[src/rtl/score_display_scanner.sv]
// Three-digit multiplexed seven-segment scan controller with a one-entry
// pending score slot that is committed only at frame boundaries.

module score_digit_lane (
    input  logic       lit,
    input  logic       blank,
    input  logic [7:0] seg_in,
    output logic       en_n,
    output logic [7:0] seg
);
    assign en_n = ~lit;
    // Unlit lanes drive all-ones so the active-low bus can be AND-merged.
    assign seg  = (lit && !blank) ? seg_in : 8'hFF;
endmodule

module score_display_scanner #(
    parameter int SCAN_DIV     = 50000,
    parameter int GUARD_CYCLES = 500
) (
    input  logic       clk,
    input  logic       rst_n,
    input  logic       score_valid,
    input  logic [9:0] score_bcd,
    output logic       score_ready,
    input  logic       blank_leading,
    output logic [9:0] bcd_to_decoder,
    input  logic [7:0] hunds_seg_in,
    input  logic [7:0] tens_seg_in,
    input  logic [7:0] units_seg_in,
    output logic [7:0] seg_out,
    output logic [2:0] digit_en_n,
    output logic       frame_tick
);
    localparam int MAX_CNT = (SCAN_DIV > GUARD_CYCLES) ? SCAN_DIV : GUARD_CYCLES;
    localparam int CNT_W   = $clog2(MAX_CNT + 1);
    localparam logic [CNT_W-1:0] SHOW_LAST  = CNT_W'(SCAN_DIV - 1);
    localparam logic [CNT_W-1:0] GUARD_LAST = CNT_W'(GUARD_CYCLES - 1);

    // Digit index doubles as the bit position in digit_en_n.
    localparam logic [1:0] DIG_UNITS = 2'd0;
    localparam logic [1:0] DIG_HUNDS = 2'd2;

    typedef enum logic {ST_GUARD, ST_SHOW} state_t;

    state_t           state;
    logic [1:0]       digit;
    logic [CNT_W-1:0] cnt;
    logic [9:0]       disp;
    logic [9:0]       pend;
    logic             pend_full;
    logic             xfer;
    logic             frame_end;
    logic [1:0]       next_digit;

    logic [2:0][7:0]  lane_seg_in;
    logic [2:0][7:0]  lane_seg;
    logic [2:0]       lane_lit;
    logic [2:0]       lane_blank;

    assign xfer       = score_valid && score_ready;
    assign frame_end  = (state == ST_SHOW) && (cnt == SHOW_LAST) && (digit == DIG_UNITS);
    assign next_digit = (digit == DIG_UNITS) ? DIG_HUNDS : digit - 2'd1;

    assign frame_tick     = frame_end;
    assign bcd_to_decoder = disp;

    assign lane_seg_in = {hunds_seg_in, tens_seg_in, units_seg_in};
    assign lane_blank  = {blank_leading && (disp[9:8] == 2'd0),
                          blank_leading && (disp[9:4] == 6'd0),
                          1'b0};

    generate
        for (genvar i = 0; i < 3; i++) begin : g_lane
            assign lane_lit[i] = (state == ST_SHOW) && (digit == 2'(i));
            score_digit_lane u_lane (
                .lit    (lane_lit[i]),
                .blank  (lane_blank[i]),
                .seg_in (lane_seg_in[i]),
                .en_n   (digit_en_n[i]),
                .seg    (lane_seg[i])
            );
        end
    endgenerate

    assign seg_out = lane_seg[0] & lane_seg[1] & lane_seg[2];

    always_ff @(posedge clk) begin
        if (!rst_n) begin
            state       <= ST_GUARD;
            digit       <= DIG_HUNDS;
            cnt         <= '0;
            disp        <= '0;
            pend        <= '0;
            pend_full   <= 1'b0;
            score_ready <= 1'b0;
        end else begin
            // Ready drops right after a transfer and returns one cycle after commit.
            score_ready <= ~pend_full & ~xfer;
            if (xfer) begin
                pend      <= score_bcd;
                pend_full <= 1'b1;
            end else if (frame_end && pend_full) begin
                disp      <= pend;
                pend_full <= 1'b0;
            end

            case (state)
                ST_GUARD: begin
                    if (cnt == GUARD_LAST) begin
                        state <= ST_SHOW;
                        cnt   <= '0;
                    end else begin
                        cnt <= cnt + 1'b1;
                    end
                end
                ST_SHOW: begin
                    if (cnt == SHOW_LAST) begin
                        state <= ST_GUARD;
                        cnt   <= '0;
                        digit <= next_digit;
                    end else begin
                        cnt <= cnt + 1'b1;
                    end
                end
                default: state <= ST_GUARD;
            endcase
        end
    end
endmodule

[config.mk]
export PLATFORM = sky130hd
export DESIGN_NAME = score_display_scanner
export DESIGN_NICKNAME = d
export VERILOG_FILES = /design/src/rtl/score_display_scanner.sv
export SDC_FILE = /design/constraint.sdc
export NUM_CORES = 1
export LEC_CHECK = 0
export BUFFER_PORTS_ARGS = -buffer_cell sky130_fd_sc_hd__buf_2
export CORE_MARGIN = 1.5
export CORE_UTILIZATION = 54
export CTS_CLUSTER_SIZE = 30
export DETAILED_ROUTE_END_ITERATION = 8
export GPL_ROUTABILITY_DRIVEN = 0
export MAX_ROUTING_LAYER = met4
export PLACE_DENSITY_LB_ADDON = 0.12
export SYNTH_ARGS = -nofsm -noshare
export SYNTH_HDL_FRONTEND = slang
export SYNTH_SLANG_ARGS = --single-unit
[constraint.sdc]
create_clock -name clk -period 4.4 [get_ports clk]
set_input_delay 0.44 -clock clk [delete_from_list [all_inputs] [get_ports clk]]
set_output_delay 0.44 -clock clk [all_outputs]
set_load 0.01 [all_outputs]
==> impl_results.md, run 1 <==
* Run status: completed
* Setup crit end kind: output port
* Hold-fix buffers at CTS at 0
* Max_cap viols at 0
* Crit-path max cell delay at 460 ps
* Power density over the cells at 269 nW/um^2
* DPL Wire Length at 3190 um
* Synth area leaders: dfxtp_1 (41%), nor2_1 (7.4%), a21oi_1 (5.6%)
* Num rows at 21
* Critical path arrival at 1850 ps
* Cell variety after synth at 33
* Synthesis-to-finish area growth at 15.8%
* GRT Util Overall at 23.5%
* Final wirelength at 4370 um
* DR WL/cell at 12.7 um
* Share of the synthesized area in the top cell type at 41.5%
* Critical path's slowest cell: nor4_1
* Worst slew margin at 50.6%
* Max Clk Rate at 0.436 GHz
* # diodes at 0
* Worst hold start: score_bcd[1]
* Number of enable flip-flop cells after synthesis at 0
* Worst path cell trace: nor4_1 > and3_4 > and3_1 > buf_2
* First-pass GRT wire length at 7380 um
* Post-route setup TNS at 0 ps
* FFs w/ async S/R, synth at 0%
* Vias at 1,876
* Via/cell ratio at 5.47
* Share of cells above drive strength 1 at 24.2%
* Lkg Pwr at 0.883 nW
* Synth cell count leaders: dfxtp_1 (41), nor2_1 (39), nand2_1 (28)
* Synthesized cell area at 1980 um^2
* Die width at 63.5 um
* Clock transition at path regs at 110 ps
* Die ar. at 4040 um^2
* Clk sink count at 41
* Start-to-end type of the worst setup path: reg -> out
* Initial Util at 57.9%
* Post-Synthesis Cells at 246
* RSZ-0062 raised after global routing: no
* Critical Path Fanout Max at 17
* Yosys warns at 0
* Hold WC Path Type: in -> reg
* Syn_nets at 289
* I/O pin count at 61
* Final worst-path cycle share at 52.1%
* Final setup fails at 0
* Worst-Skew Late Latency at 350 ps
* Syn Area/Cell at 8.04 um^2
* Final #Nets at 340
* Clk root buf: clkbuf_4
* Critical path startpoint category: flip-flop
* Core area at 3420 um^2
* Delay-heaviest family, CP: simple AND/OR/NAND/NOR gates
* Minimum clock period at 2290 ps
* Initial drt markers at 103
* Vias in the first global route at 1,662
* Die height at 63.5 um
* Post-CTS Setup Inserts at 0
* Largest net degree at the start of global routing at 25
* Area leader, netlist: dfxtp_1
* CTS buffer count at 5
* Antenna Nets Post-Route at 0
* Peak supply drop at 0.225 mV
* TritonCTS clock tree: done
* CTS max path bufs at 2
* Max-slew violations at 0
* Grt ovf at 0
* Worst Max-Slew Pin Slew at 741 ps
* Worst setup startpoint: cnt[10]$_SDFF_PN0_
* Fin Hold WS at 318 ps
* Final Util at 67.1%
* Ys flop type: dfxtp_1
* Initial antenna violation count at 0
* CP Data Required Time at 3960 ps
* Post-CTS Resized at 0
* CTS H-Tree Depth at 2
* Worst path bufs/invs at 1
* RR Startpoint: digit[0]$_SDFFE_PN0N_
* DR DRC count at 0
* Total Power at 0.616 mW
* Final Skew at 5.64 ps
* Initial DRT Pass Iterations at 4
* I/O Buffers at 60
* Synthesis-stage register bit count at 41
* Top-count cell post-synth: dfxtp_1
* Sequential cell area fraction in the yosys report at 41.5%
* Final Hold Viols at 0
## flip-flops by register name (all words and copies together) (netlist names)
signal          count
cnt                16
bcd_to_decoder     10
pend               10
digit               2
pend_full           1
score_ready         1
state               1
## cell usage in the layout (no fill, tap or decap), types with 2 or more instances in the layout
cell	n
a21oi_1	22
inv_1	6
buf_2	60
nand4_1	16
o21ai_0	12
ha_1	5
and3_1	2
clkbuf_4	5
nand3_1	7
xnor2_1	12
dfxtp_1	41
a21o_1	2
and3_4	2
nor2_1	39
xor2_1	2
nor3_1	7
nor4_1	6
o22ai_1	8
nand2_1	28
## metal layers
layer / vias to the layer above / routed length [um] / global-route usage, %
met5: - / 0 / -
met4: 0 / 59 / 8.97
met3: 6 / 269 / 4.46
met2: 60 / 1820 / 36.7
met1: 845 / 2220 / 30.3
li1: 965 / - / -
## power by group
group	switching [mW]	leakage (nW)	internal [mW]
clock	0.114	0.0314	0.0755
sequential	0.00698	0.332	0.379
combinational	0.0202	0.520	0.0196
total	0.141	0.883	0.474
## final cells by class
type	count	area, um^2
fillers	318	1120
well taps	46	57.6
flip-flops and latches	41	821
repair buffers	61	308
multi-input cells	182	1030
inverters	6	22.5
clock buffers	7	55.1
## logic make-up after synthesis
family          count (synthesis)  synth area share [%]
simple gates                  116                  29.0
compound gates                 47                  13.6
flops                          41                  41.5
buf+inv                        23                  6.58
xor+xnor                       14                  6.20
fa+ha+maj                       5                  3.16
## per-stage QoR
| step | setup WS [ps] | instance area [um^2] | std cells |
|---|---|---|---|
| 2_1_floorplan | 2540 | 1980 | 246 |
| 3_3_place_gp | 2420 | 2240 | 336 |
| 3_5_place_dp | 2330 | 2240 | 336 |
| 4_1_cts | 2120 | 2290 | 343 |
| 5_1_grt | 2040 | 2290 | 343 |
| 6_report | 2110 | 2290 | 343 |
## tightest hold or removal path, cell delays in order
cell and delay [ps]:
buf_2 90, nand2_1 50, a21oi_1 50
## path summary, 6_finish.rpt
path                            slack, ps  cells past startpoint                        endpoint
worst max register to register       2530                      6  bcd_to_decoder[7]$_SDFFE_PN0P_
worst max-delay path                 2110                      4                      frame_tick
worst min register to register        470                      2            pend[9]$_SDFFE_PN0P_
worst min-delay path                  320                      3            pend[1]$_SDFFE_PN0P_
(Power assumes the default switching activity.)
==> run 2: changes to the inputs <==
--- a/config.mk
+++ b/config.mk
@@ -5,9 +5,10 @@
 export SDC_FILE = /design/constraint.sdc
 export NUM_CORES = 1
 export LEC_CHECK = 0
+export ABC_AREA = 1
 export BUFFER_PORTS_ARGS = -buffer_cell sky130_fd_sc_hd__buf_2
 export CORE_MARGIN = 1.5
-export CORE_UTILIZATION = 54
+export CORE_UTILIZATION = 51
 export CTS_CLUSTER_SIZE = 30
 export DETAILED_ROUTE_END_ITERATION = 8
 export GPL_ROUTABILITY_DRIVEN = 0
==> constraint.sdc (replaced) <==
create_clock -name clk -period 2.2 [get_ports clk]
set_input_delay 0.22 -clock clk [delete_from_list [all_inputs] [get_ports clk]]
set_output_delay 0.22 -clock clk [all_outputs]
set_load 0.01 [all_outputs]
==> run 2 against run 1 <==
Sequential power grew 100%; sequential share of layout area decreased by 1.6 points; via count shrank 3.1%; flip-flop and latch count unchanged; critical path type unchanged.
==> impl_results.md, run 2 <==
* Commonest non-fill, non-tap cell in the layout: nor2_1
* Largest Register: cnt
* Initial antenna violation count at 0
* Initial Util at 53.7%
* Most frequent cells in the layout: nor2_1 (75), buf_2 (60), nand2_1 (41), dfxtp_1 (41), inv_1 (35)
* GRT Util Overall at 20.1%
* Die width at 65.3 um
* Critical Path Fanout Max at 9
* Die ar. at 4270 um^2
* Final setup fails at 0
* Peak supply drop at 0.426 mV
* FFs w/ async S/R, synth at 0%
* Critical path startpoint category: flip-flop
* Synth cell count leaders: nor2_1 (75), dfxtp_1 (41), nand2_1 (41)
* Max-slew violations at 0
* Synth area leaders: dfxtp_1 (41%), nor2_1 (14%), nand2_1 (7.8%)
* Post-CTS Resized at 0
* Sequential cell area fraction in the yosys report at 41.4%
* DR WL/cell at 10.4 um
* Synthesis-stage register bit count at 41
* Clk pwr share at 41.1%
* CTS max path bufs at 2
* I/O pin count at 61
* Lkg Pwr at 1.11 nW
* Initial drt markers at 71
* Top-count cell post-synth: nor2_1
* TritonCTS clock tree: done
* Critical path arrival at 1740 ps
* Largest net degree at the start of global routing at 24
* Post-route setup TNS at 0 ps
* # diodes at 0
* Worst slew margin at 62.1%
* Hold-fix buffers at CTS at 0
* Clk sink count at 41
* Share of cells above drive strength 1 at 23.4%
* Register area at 821 um^2
* Vias at 1,817
* Worst Max-Slew Pin Slew at 564 ps
* Net Sw Power at 0.322 mW
* Met2 global-route usage at 31.9%
* Power density over the cells at 611 nW/um^2
* Num rows at 22
* Minimum clock period at 1960 ps
* Share of the synthesized area in the top cell type at 41.4%
* Gr busiest metal: met2
* Grt ovf at 0
* DR DRC count at 0
* Syn Area/Cell at 7.10 um^2
* Post-Synthesis Cells at 279
* Final worst-path cycle share at 89.1%
* Antenna Nets Post-Route at 0
* CTS H-Tree Depth at 2
* Final wirelength at 4000 um
* Fin Hold WS at 173 ps
* Clock transition at path regs at 80 ps
* Clk root buf: clkbuf_8
* Met1 Use GR at 24.5%
* Run status: completed
* Synthesized cell area at 1980 um^2
* CTS buffer count at 5
* Setup crit end kind: output port
* Power share of the sequential group at 52.8%
* RSZ-0062 raised after global routing: no
* CP Data Required Time at 1980 ps
* Fillers at 363
* Ys flop type: dfxtp_1
* I/O Buffers at 60
* Worst-Skew Late Latency at 290 ps
* Core area at 3690 um^2
* First-pass GRT wire length at 6470 um
* Internal at 1.14 mW
* Syn_nets at 322
* Max_cap viols at 0
* Fin area at 2400 um^2
* Met3 Usage GRT at 6.34%
* Yosys warns at 0
* Final Hold Viols at 0
* Placed cell area at 2280 um^2
* Cell variety after synth at 27
* Multi-input gate area at 952 um^2
* Synthesis-to-finish area growth at 21.0%
* Final #Nets at 380
* Number of enable flip-flop cells after synthesis at 0
* Hold WC Path Type: in -> reg
* Vias in the first global route at 1,532
* Max Clk Rate at 0.510 GHz
* Initial DRT Pass Iterations at 4
* Max reg flops at 16
* Final Skew at 6.71 ps
* Comb pwr share at 6.1%
* Start-to-end type of the worst setup path: reg -> out
* Post-CTS Setup Inserts at 0
* Switching fraction of total power at 21.9%
* DPL Wire Length at 3030 um
* Via/cell ratio at 4.71
* Die height at 65.3 um
* Area leader, netlist: dfxtp_1
## run 2: final timing paths
path / from / endpoint / slack, ps / cells after the start
worst min register to register: cnt[0]$_SDFF_PN0_ / cnt[0]$_SDFF_PN0_ / 460 / 1
worst min-delay path: score_bcd[2] / pend[2]$_SDFFE_PN0P_ / 170 / 3
worst max-delay path: digit[0]$_SDFFE_PN0N_ / seg_out[2] / 240 / 7
worst max register to register: cnt[0]$_SDFF_PN0_ / cnt[6]$_SDFF_PN0_ / 510 / 10
## run 2: layout make-up
| class | instances | area share, % |
|---|---|---|
| clock buffers | 5 | 2.87 |
| clock inverters | 3 | 1.93 |
| inverters | 38 | 5.95 |
| multi-input cells | 190 | 39.7 |
| flip-flops and latches | 41 | 34.2 |
| well taps | 48 | 2.50 |
| repair buffers | 61 | 12.8 |
## run 2: metal layers
metal	part of all wire (%)	vias up
li1	-	973
met1	48	782
met2	44	57
met3	6.9	5
met4	1.3	0
met5	0	-
## run 2: critical path, cell delays in order, from the launching register on
cell,delay (ps)
dfxtp_1,380
inv_1,100
ha_1,250
nand2_1,250
o22ai_1,120
o21bai_1,170
inv_1,70
buf_2,120
## run 2: power by group through the flow
stage | combinational (mW) | clock, mW | sequential (mW)
floorplan | 0.0499 | 0 | 0.790
global placement | 0.0901 | 0 | 0.790
detailed placement | 0.0913 | 0 | 0.791
CTS | 0.0915 | 0.621 | 0.774
global route | 0.104 | 0.650 | 0.777
finish | 0.0895 | 0.603 | 0.774
## run 2: stage by stage
stage | cells | power, mW | utilization (%) | worst slack (ps)
finish | 386 | 1.47 | 65.0 | 241
CTS | 386 | 1.49 | 65.0 | 226
detailed placement | 378 | 0.882 | 61.9 | 513
global route | 386 | 1.53 | 65.0 | 88.9
floorplan | 279 | 0.840 | - | 701
global placement | 378 | 0.880 | 61.9 | 531
## run 2: cell families (layout without fill, tap and decap cells)
kind of cell	Yosys count	count (layout)	synth area share, %
simple gates	139	139	29.0
buf+inv	48	107	10.5
xor+xnor	13	13	5.74
fa+ha+maj	5	5	3.16
compound gates	33	33	10.2
flops	41	41	41.4
==> run 3: changes to the inputs <==
==> constraint.sdc (replaced) <==
create_clock -name clk -period 2 [get_ports clk]
set_input_delay 0.2 -clock clk [delete_from_list [all_inputs] [get_ports clk]]
set_output_delay 0.2 -clock clk [all_outputs]
set_load 0.01 [all_outputs]
==> run 3 against run 2 <==
Combinational power up 14%; setup slack got worse by 75 ps; largest cell class unchanged; sequential power is 9.9% higher; worst hold slack worse by 26 ps; register-to-register slack worse by 90 ps; power rose by 11%.
==> impl_results.md, run 3 (synthesized netlist as in run 2, its figures left out) <==
* Final wirelength at 3990 um
* Post-CTS Setup Inserts at 0
* Pre-CTS setup slack at 377 ps
* Max reg flops at 16
* CP Data Required Time at 1800 ps
* Critical path arrival at 1630 ps
* Top sig layer: met4
* Die width at 65.3 um
* Hold WC Path Type: in -> reg
* Num rows at 22
* Worst Reg-to-Reg Cells at 10
* Critical path startpoint category: flip-flop
* Initial antenna violation count at 0
* Clock transition at path regs at 80 ps
* Synthesis-to-finish area growth at 22.3%
* Most frequent cells in the layout: nor2_1 (75), buf_2 (60), dfxtp_1 (41)
* Worst Max-Slew Pin Slew at 499 ps
* Largest net degree at the start of global routing at 24
* CTS H-Tree Depth at 2
* Final Skew at 6.62 ps
* CTS max path bufs at 2
* First-pass GRT wire length at 6540 um
* Total Power at 1.62 mW
* Core area at 3690 um^2
* TritonCTS clock tree: done
* Clk sink count at 41
* I/O pin count at 61
* Start-to-end type of the worst setup path: reg -> out
* # diodes at 0
* RSZ-0062 raised after global routing: no
* Max Clk Rate at 0.545 GHz
* Max-slew violations at 0
* Final #Nets at 382
* Vias in the first global route at 1,575
* Grt ovf at 0
* Post-CTS Resized at 0
* Via/cell ratio at 4.73
* Worst Hold Depth at 3
* Worst hold start: score_bcd[0]
* Fin Hold WS at 147 ps
* PnR worst setup slack at 165 ps
* RR Startpoint: cnt[0]$_SDFF_PN0_
* Share of cells above drive strength 1 at 24.7%
* Minimum clock period at 1830 ps
* Post-route setup TNS at 0 ps
* Placed cell area at 2300 um^2
* Final setup fails at 0
* Met3 wire len at 287 um
* CTS buffer count at 5
* Commonest non-fill, non-tap cell in the layout: nor2_1
* Final worst-path cycle share at 91.7%
* Initial Util at 53.7%
* R2R Setup Slk at 420 ps
* Final Hold Viols at 0
* Setup crit end kind: output port
* Antenna Nets Post-Route at 0
* Hold Path Sink: pend[0]$_SDFFE_PN0P_
* Die ar. at 4270 um^2
* Die height at 65.3 um
* Initial drt markers at 28
* DR WL/cell at 10.3 um
* Lkg Pwr at 1.12 nW
* Max_cap viols at 0
* Vias at 1,834
* GRT Util Overall at 20.3%
* WL met2 at 1760 um
* I/O Buffers at 60
* Worst reg2reg endpoint: cnt[15]$_SDFF_PN0_
* Hold-fix buffers at CTS at 0
* Critical Path Fanout Max at 9
* Power density over the cells at 670 nW/um^2
* DR DRC count at 0
* Worst slew margin at 66.8%
* Worst-Skew Late Latency at 300 ps
* Post-Route M1 WL at 1890 um
* Peak supply drop at 0.642 mV
* Clk root buf: clkbuf_8
* Run status: completed
* Largest Register: cnt
* DPL Wire Length at 3030 um
* Fin area at 2420 um^2
* Initial DRT Pass Iterations at 4
[run 3: changes by cell type in the layout (fill, tap and decap cells not counted)]
cell	delta
nand3_1	-1
o21ai_1	-1
nand2_1	-1
nand3_2	+1
buf_4	+2
o21ai_2	+1
nand2_2	+1
[run 3: report_power, final]
group	internal (mW)	leakage (nW)	switching (mW)
clock network	0.373	0.0543	0.298
logic	0.0485	0.732	0.0532
registers	0.839	0.333	0.0122
total	1.26	1.12	0.363
[run 3: per-layer routing]
layer / global-route usage (%) / vias up
li1: - / 977
met1: 24.6 / 793
met2: 32.9 / 58
met3: 5.82 / 6
met4: 6.25 / 0
met5: - / -
[run 3: layout make-up]
cell class,instances,area (um^2)
inverters,38,143
multi-input cells,190,963
well taps,48,60.1
flip-flops and latches,41,821
repair buffers,63,323
clock inverters,3,46.3
clock buffers,5,68.8
fillers,356,1260
[run 3: stage by stage]
step / instances / utilization (%)
finish: 388 / 65.7
global route: 388 / 65.7
CTS: 388 / 65.4
detailed placement: 380 / 62.3
floorplan: 279 / -
global placement: 380 / 62.3
[run 3: worst max-delay path, cell delays in order, from the launching register on]
cell	delay, ps
dfxtp_1	340
inv_1	110
ha_1	240
nand2_2	150
o22ai_1	180
o21bai_1	150
inv_1	50
buf_2	130
[run 3: how the worst max path moves through the flow]
stage,start,to
finish,digit[0]$_SDFFE_PN0N_,seg_out[3]
global route,digit[0]$_SDFFE_PN0N_,seg_out[3]
CTS,digit[0]$_SDFFE_PN0N_,seg_out[3]
detailed placement,digit[0]$_SDFFE_PN0N_,seg_out[3]
global placement,digit[0]$_SDFFE_PN0N_,seg_out[3]
floorplan,cnt[0]$_SDFF_PN0_,cnt[2]$_SDFF_PN0_
